File: src/rtl/cv32e40x_bch_pred_ctrl.sv
// -----------------------------------------------------------------------------
// cv32e40x_bch_pred_ctrl
//
// Dynamic branch-prediction controller for the ID/EX stage pair.
//
// A table of per-PC 2-bit saturating counters predicts conditional branches in
// ID. Entries that have never been trained fall back to the static rule:
// backward branches (negative immediate) are predicted taken. The single
// prediction travelling from ID to EX is held in a pending register. When the
// branch resolves in EX, a misprediction is flagged combinationally together
// with the redirect direction. The table entry is then trained and a
// saturating misprediction counter is incremented.
//
// Parameters
//   BHT_DEPTH           number of table entries (power of two, 2..256)
//
// Ports
//   clk                 clock, all state updates on the rising edge
//   rst                 asynchronous active-high reset
//   id_bch_valid_i      conditional branch present in ID
//   id_ready_i          ID instruction advances to EX this cycle
//   pc_id_i             PC of the ID instruction
//   imm_sb_type_i       branch immediate; bit 31 drives the static fallback
//   bch_prediction_id_o predict taken for the ID branch (combinational)
//   ex_bch_valid_i      branch in EX resolves this cycle
//   ex_bch_taken_i      resolved outcome, qualified by ex_bch_valid_i
//   kill_i              pipeline flush of ID and EX
//   mispredict_o        resolving branch was mispredicted (combinational)
//   mispredict_taken_o  with mispredict_o: 1 = redirect to target,
//                       0 = redirect to fall-through
//   mispred_cnt_o       saturating misprediction count
// -----------------------------------------------------------------------------
module cv32e40x_bch_pred_ctrl #(
  parameter int unsigned BHT_DEPTH = 16
) (
  input  logic        clk,
  input  logic        rst,
  input  logic        id_bch_valid_i,
  input  logic        id_ready_i,
  input  logic [31:0] pc_id_i,
  input  logic [31:0] imm_sb_type_i,
  output logic        bch_prediction_id_o,
  input  logic        ex_bch_valid_i,
  input  logic        ex_bch_taken_i,
  input  logic        kill_i,
  output logic        mispredict_o,
  output logic        mispredict_taken_o,
  output logic [31:0] mispred_cnt_o
);

  localparam int unsigned IDX_W = $clog2(BHT_DEPTH);

  localparam logic [1:0]  CTR_RESET = 2'b01;  // weakly not-taken
  localparam logic [1:0]  CTR_MAX   = 2'b11;
  localparam logic [1:0]  CTR_MIN   = 2'b00;
  localparam logic [31:0] CNT_MAX   = 32'hFFFF_FFFF;

  // ---------------------------------------------------------------------------
  // State
  // ---------------------------------------------------------------------------
  logic [BHT_DEPTH-1:0] bht_valid_q;
  logic [1:0]           bht_ctr_q [BHT_DEPTH];

  logic                 pend_valid_q;
  logic                 pend_pred_q;
  logic [IDX_W-1:0]     pend_idx_q;

  logic [31:0]          mispred_cnt_q;

  // ---------------------------------------------------------------------------
  // Decoded events
  // ---------------------------------------------------------------------------
  logic [IDX_W-1:0] lookup_idx;
  logic             lookup_valid;
  logic [1:0]       lookup_ctr;
  logic             prediction;

  logic             resolve;      // R: pending branch resolves in EX
  logic             capture;      // C: ID branch moves into EX
  logic             mispredict;

  logic             train_valid;  // pre-update state of the entry being trained
  logic [1:0]       train_ctr;
  logic [1:0]       train_ctr_nxt;

  logic             cnt_inc;

  // Only the index bits of the PC and the sign bit of the immediate are used.
  logic unused_inputs;
  assign unused_inputs = ^{pc_id_i[31:IDX_W+1], pc_id_i[0], imm_sb_type_i[30:0]};

  // ---------------------------------------------------------------------------
  // Lookup in ID
  // ---------------------------------------------------------------------------
  // PC bit 0 is always zero for branch targets, so the index starts at bit 1.
  assign lookup_idx   = pc_id_i[IDX_W:1];
  assign lookup_valid = bht_valid_q[lookup_idx];
  assign lookup_ctr   = bht_ctr_q[lookup_idx];

  // The lookup sees the table as it was before this edge; a training update
  // happening in the same cycle is deliberately not bypassed.
  assign prediction = id_bch_valid_i &
                      (lookup_valid ? lookup_ctr[1] : imm_sb_type_i[31]);

  assign bch_prediction_id_o = prediction;

  // ---------------------------------------------------------------------------
  // Resolution in EX
  // ---------------------------------------------------------------------------
  // A resolving branch without a pending prediction is ignored altogether.
  assign resolve    = ex_bch_valid_i & pend_valid_q & ~kill_i;
  assign capture    = id_bch_valid_i & id_ready_i;
  assign mispredict = resolve & (pend_pred_q != ex_bch_taken_i);

  assign mispredict_o       = mispredict;
  assign mispredict_taken_o = mispredict & ex_bch_taken_i;

  // ---------------------------------------------------------------------------
  // Training value for the pending entry
  // ---------------------------------------------------------------------------
  assign train_valid = bht_valid_q[pend_idx_q];
  assign train_ctr   = bht_ctr_q[pend_idx_q];

  // NOTE: every signal assigned in always_comb gets a default first, so no path
  // through the block can leave it unassigned and infer a latch.
  always_comb begin
    train_ctr_nxt = train_ctr;
    if (!train_valid) begin
      // First observation seeds the counter in the weak state of the outcome.
      train_ctr_nxt = ex_bch_taken_i ? 2'b10 : 2'b01;
    end else if (ex_bch_taken_i) begin
      if (train_ctr != CTR_MAX) begin
        train_ctr_nxt = train_ctr + 2'b01;
      end
    end else begin
      if (train_ctr != CTR_MIN) begin
        train_ctr_nxt = train_ctr - 2'b01;
      end
    end
  end

  // ---------------------------------------------------------------------------
  // Branch history table
  // ---------------------------------------------------------------------------
  // NOTE: the table is a register array with a reset, not a RAM; an untrained
  // entry must read as invalid from the first cycle after reset, so every entry
  // is cleared explicitly.
  always_ff @(posedge clk or posedge rst) begin
    if (rst) begin
      // NOTE: sequential state uses non-blocking assignments only, so every
      // always_ff sees pre-edge values regardless of evaluation order.
      bht_valid_q <= '0;
      for (int i = 0; i < int'(BHT_DEPTH); i++) begin
        bht_ctr_q[i] <= CTR_RESET;
      end
    end else if (resolve) begin
      bht_valid_q[pend_idx_q] <= 1'b1;
      bht_ctr_q[pend_idx_q]   <= train_ctr_nxt;
    end
  end

  // ---------------------------------------------------------------------------
  // Pending prediction register
  // ---------------------------------------------------------------------------
  // A capture in the same cycle as a resolve trains with the old index (above)
  // and loads the new one here. kill_i wins over everything.
  always_ff @(posedge clk or posedge rst) begin
    if (rst) begin
      pend_valid_q <= 1'b0;
      pend_pred_q  <= 1'b0;
      pend_idx_q   <= '0;
    end else if (kill_i) begin
      pend_valid_q <= 1'b0;
    end else if (capture) begin
      pend_valid_q <= 1'b1;
      pend_pred_q  <= prediction;
      pend_idx_q   <= lookup_idx;
    end else if (resolve) begin
      pend_valid_q <= 1'b0;
    end
  end

  // ---------------------------------------------------------------------------
  // Misprediction counter, saturating at all-ones
  // ---------------------------------------------------------------------------
  assign cnt_inc = mispredict & (mispred_cnt_q != CNT_MAX);

  always_ff @(posedge clk or posedge rst) begin
    if (rst) begin
      mispred_cnt_q <= '0;
    end else if (cnt_inc) begin
      mispred_cnt_q <= mispred_cnt_q + 32'd1;
    end
  end

  assign mispred_cnt_o = mispred_cnt_q;

endmodule

File: config.mk
export PLATFORM = sky130hd
export DESIGN_NAME = cv32e40x_bch_pred_ctrl
export DESIGN_NICKNAME = d
export VERILOG_FILES = /design/src/rtl/cv32e40x_bch_pred_ctrl.sv
export SDC_FILE = /design/constraint.sdc
export NUM_CORES = 1
export LEC_CHECK = 0
export CAP_MARGIN = 0
export CELL_PAD_IN_SITES_DETAIL_PLACEMENT = 2
export CELL_PAD_IN_SITES_GLOBAL_PLACEMENT = 2
export CORE_MARGIN = 3
export CORE_UTILIZATION = 35
export DETAILED_ROUTE_END_ITERATION = 10
export GPL_TIMING_DRIVEN = 0
export PLACE_DENSITY_LB_ADDON = 0.15
export SLEW_MARGIN = 20
export SYNTH_ARGS = -nofsm -noshare
export SYNTH_HDL_FRONTEND = slang
export SYNTH_SLANG_ARGS = --single-unit
File: constraint.sdc
create_clock -name clk -period 4.2 [get_ports clk]
set_input_delay 0.84 -clock clk [delete_from_list [all_inputs] [get_ports clk]]
set_output_delay 0.84 -clock clk [all_outputs]
set_load 0.02 [all_outputs]
# Yosys cells after proc, flatten, opt, wreduce, memory -nomap -nowiden
# Cells that the tools add are included.
word_totals:
  register_bits: 86
  latch_bits: 0
  ram_bits: 0
  romBits: 0
  in_bits: 71
  n_memories: 0
classes:
  n_addsub: 3
  mul: 0
  div: 0
  n_lt_le_gt_ge: 6
  eq_ne: 3
  n_shift: 0
  mux: 24
  bitwise: 11
  n_reduce_logical: 5
op_table:
  columns: ["op", "count"]
  rows:
  - ["adder 32 x 1 -> 32 bit (second input constant)", 1]
  - ["bitwise mux 32 bit", 1]
  - ["!= test 32 bit (second input constant)", 1]
  - ["2-to-1 mux 2 bit", 10]
  - ["binary-select mux 2 bit (select 4 bit)", 2]
  - ["OR 16 bit", 1]
  - ["greater-or-equal comparator 5 bit (second input constant)", 2]
  - ["less-than comparator 4 x 5 -> 1 bit (second input constant)", 2]
  - ["inverter 4 -> 5 bit", 2]
  - ["binary-select mux 1 bit (select 4 bit)", 2]
  - ["demux 2 bit (select 4 bit)", 1]
  - ["AND 1 bit", 7]
  - ["2-to-1 mux 1 bit", 7]
  - ["less-than comparator 5 x 1 -> 1 bit (second input constant)", 1]
  - ["demux 1 bit (select 4 bit)", 1]
  - ["greater-or-equal comparator 4 x 1 -> 1 bit (second input constant)", 1]
  - ["nonzero test 3 bit", 1]
  - ["adder 2 x 1 -> 2 bit (second input constant)", 1]
  - ["logical AND 1 bit", 2]
  - ["!= test 2 bit (second input constant)", 1]
  - ["AND reduction 2 bit", 1]
  - ["nonzero test 2 bit", 1]
  - ["subtractor 2 x 1 -> 2 bit (second input constant)", 1]
  - ["!= test 1 bit", 1]
  - ["inverter 1 bit", 1]

# Longest topological paths before layout
depth:
  ltp_word: 9
  mapped_depth: 9

# Worst setup path before layout
# Ideal clock, no wire load.
synth_path:
  kind: "input-to-output"
  start: "in pc_id_i[1]"
  end: "out bch_prediction_id_o"
  arrival_time_ns: 2.763
  slack_ns: 0.597
  stages: 5
  cell_sequence: "clkbuf_1 mux4_2 mux4_2 mux2i_1 nor2b_1"
synth_between:
  elab_chain_len: 6
synth_lines:
  columns: ["item", "line_no", "text"]
  rows:
  - ["start, declared", "40", "input logic [31:0] pc_id_i,"]
  - ["inverter 4 -> 5 bit (implied by the code)", "98", "assign lookup_ctr = bht_ctr_q[lookup_idx];"]
  - ["binary-select mux 2 bit (select 4 bit)", "98", null]
  - ["2-to-1 mux 2 bit (implied by the code) (2 in series)", "98", null]
  - ["2-to-1 mux 1 bit (*)", "103", "(lookup_valid ? lookup_ctr[1] : imm_sb_type_i[31]);"]
  - ["AND 1 bit (*)", "102", "assign prediction = id_bch_valid_i &"]
  - ["end, declared", "42", "output logic bch_prediction_id_o,"]
# Every way passes the cells marked *; elsewhere a longest branch is shown, timed or not. The select of a mux whose other input is x is not followed.

# Worst setup path after layout
layout_path:
  start: "in pc_id_i[2]"
  end: "out bch_prediction_id_o"
# Same word-level chain as after synthesis.

==> results.cfg <==
[cells_and_area]
area_growth_pct = 22.2
antennaDiodeCount = 0
fin_nets = 484
layout-drive-gt1-share_pct = 24.5

[clock_network]
clock_latency_ns = 0.35
cts-root-buf = clkbuf_16
hold_buffers = 0
cts_tree = built
max-clock-path-buffers = 2
cts_buffers = 9
cts.sinks = 86
path_clk_slew_ns = 0.06
h-tree-depth = 3

[timing]
hold_viol = 0
finalClockSkew_ns = 0.00831
max-slew-margin-rel_pct = 39.7
setup_viol_count_final = 0
max_freq_ghz = 0.253
fin_crit_sh_pct = 94.3
maxSlewViolCount = 0
rsz0062_at_grt = no
layout_min_cycle_time_ns = 3.96
finalSetupTns_ns = 0
worst_slew_pin_slew_ns = 0.897
worst_slack_ns = 0.240

[worst_setup_path]
cp_max_fo = 9
cp-end-kind = output port
required_ns = 3.36
crit_type = input pin to output port
arrival_ns = 3.12
critPathLaunchType = input pin
rrSetupSlack_ns = 1.43

[synthesis]
ys_async_sr_fraction_pct = 100
synth_edf_count = 0
postSynthAreaPerCell_um2 = 12.5
yosys_warnings = 0
synth_cells = 357
synth_cell_types = 49
synth_nets = 429
synth.yosys.seq_area_share_pct = 48.8
synth_area_um2 = 4450
synthFlopType = dfrtp_1
synth.ff_latch_count = 86

[routing]
via_count = 3052
wirelength_mm = 11.8
wl_per_cell_um = 20.2
vias_per_cell = 5.22
drc_errors = 0
drt_iter0_markers = 83
drtAntennaViolNets = 0
dr.pass1.iters = 4

[global_routing]
grt_pass1_wl_mm = 19.7
grt_overflow = 0
grt_max_degree = 58
antenna_found_initial = 0
grt_pass1_vias = 3486
grt_util_all_layers_pct = 17.9

[floorplanning]
core_um2 = 12200
chipWidth_um = 119
initial_core_util_pct = 36.4
num_rows = 40
io_pins = 106
die_h_um = 119
dieArea_um2 = 14100

[power_and_ir_drop]
finalPower_mw = 2.29
vdd_drop_max_mv = 0.193
p_leak_nw = 2.41
p_per_area_nw_per_um2 = 422

[placement]
post-dp-hpwl_mm = 8.63
globalplace.congestion = 0.734
post-place-ws_ns = -0.162
port_buffers = 43

[status]
status = finished clean

[hold_path]
worstHoldPathType = flip-flop to flip-flop

[run]
drv_cap = 0
[power breakdown]
part	total [mW]	leakage (nW)	switching (mW)	internal [mW]
Combinational	0.441	1.16	0.223	0.217
Clock	0.860	0.157	0.325	0.536
Sequential	0.993	1.10	0.0635	0.930
Total	2.29	2.41	0.611	1.68
[cell type report]
cell class,instances,area (um2)
clock inverters,4,70.1
multi-input cells,249,2160
flip-flops and latches,86,2170
fillers,1241,6770
inverters,9,36.3
clock buffers,12,246
repair buffers,44,458
plain buffers,13,88.8
well taps,168,210
[path summary, 6_finish.rpt]
path                                                  start                           to  depth (start not counted)
min in group asynchronous                               rst    bht_ctr_q[27]$_DFFE_PP0P_                          2
worst min-delay path            bht_valid_q[12]$_DFFE_PP0P_  bht_valid_q[12]$_DFFE_PP0P_                          1
worst max-delay path                             pc_id_i[2]          bch_prediction_id_o                          6
max in group asynchronous                               rst    bht_ctr_q[22]$_DFFE_PP1P_                          3
worst max register to register    pend_idx_q[1]$_DFFE_PP0P_     bht_ctr_q[8]$_DFFE_PP1P_                          9
worst min register to register  bht_valid_q[12]$_DFFE_PP0P_  bht_valid_q[12]$_DFFE_PP0P_                          1
[cell families (layout without fill, tap and decap cells)]
kind of cell               count (synthesis)  count (layout)  synth area share [%]
and+or+nand+nor                          127             127                  15.0
DFF                                       86              86                  48.8
muxes                                     69              69                  22.9
xor gates and xnor gates                  30              30                  5.91
AOI/OAI and AO/OA                         22              22                  4.33
buffers and inverters                     22              82                  2.73
adders and majority gates                  1               1                 0.281
[placed cells by master (no fill, tap or decap), types with 2 or more instances in the layout]
cell type,instances
clkbuf_16,9
a21oi_1,6
and2_1,2
a21o_1,2
nor3b_1,2
dfstp_2,16
xor2_1,12
xnor2_1,18
nand3b_1,2
dfrtp_1,70
nand4_1,10
mux4_2,12
nor2_1,22
nor4_2,2
and4_1,2
nand3_1,17
inv_1,8
mux2i_1,11
clkinv_2,2
mux4_1,8
nand2_1,27
o21ai_0,2
nor3_1,6
or2_2,8
clkbuf_1,7
mux2_2,38
buf_6,3
and3_1,7
nand2b_1,11
nor2b_1,5
clkdlybuf4s50_1,43
bufinv_16,2
[metal layers]
metal | GRT usage, % | wire length (um) | up-vias | share of wire [%]
li1 | - | - | 1395 | -
met1 | 23.0 | 5390 | 1583 | 46
met2 | 30.0 | 5850 | 59 | 49
met3 | 4.02 | 390 | 15 | 3.3
met4 | 6.01 | 195 | 0 | 1.6
met5 | 0 | 0 | - | 0
[worst max-delay path, cell delays in order]
cell             delay (ns)
clkbuf_1               0.49
mux4_2                 0.43
mux4_2                 0.49
mux2i_1                0.15
nor2b_1                0.11
clkdlybuf4s50_1        0.61
[registers in the layout, indices dropped and copies added (netlist names)]
| register | flops |
|---|---|
| mispred_cnt_o | 32 |
| pend_idx_q | 4 |
| pend_pred_q | 1 |
| bht_ctr_q | 32 |
| bht_valid_q | 16 |
| pend_valid_q | 1 |
[per-stage QoR]
stage	utilization, %	instances	instance area [um2]	hold WS, ns
after global routing	44.5	585	5440	0.519
final	44.5	585	5440	0.487
after global placement	41.7	568	5090	0.461
after CTS	44.5	585	5440	0.494
after detailed placement	41.9	569	5120	0.476
after floorplan	-	357	4450	0.443
[synthesized netlist by cell type (all sizes together), types with 2 or more instances]
master,instances,area share (%)
and4,2,0.39
nor3b,2,0.34
mux2i,11,2.5
xor2,12,2.4
and2,2,0.28
buf,7,1.5
dfrtp,70,39
clkbuf,6,0.51
o21ai,3,0.34
nand4,10,1.4
nand2b,11,1.5
nand3,17,1.9
nor2b,5,0.70
xnor2,18,3.5
a21oi,6,0.67
mux4,20,11
nand3b,2,0.34
nor2,22,1.9
and3,7,0.98
nor4,3,0.70
nand2,27,2.3
nor3,6,0.67
a311oi,2,0.79
or2,8,1.1
a21o,2,0.34
inv,9,0.76
mux2,38,9.6
dfstp,16,9.4
[timing repair]
item / in CTS / in global routing
gates resized for setup: 1 / 0
setup endpoints to repair: 1 / 0
buffers inserted: 0 / 0
endpoints found under the hold margin: 0 / 0
No activity file was read; power rests on OpenSTA's default activity.
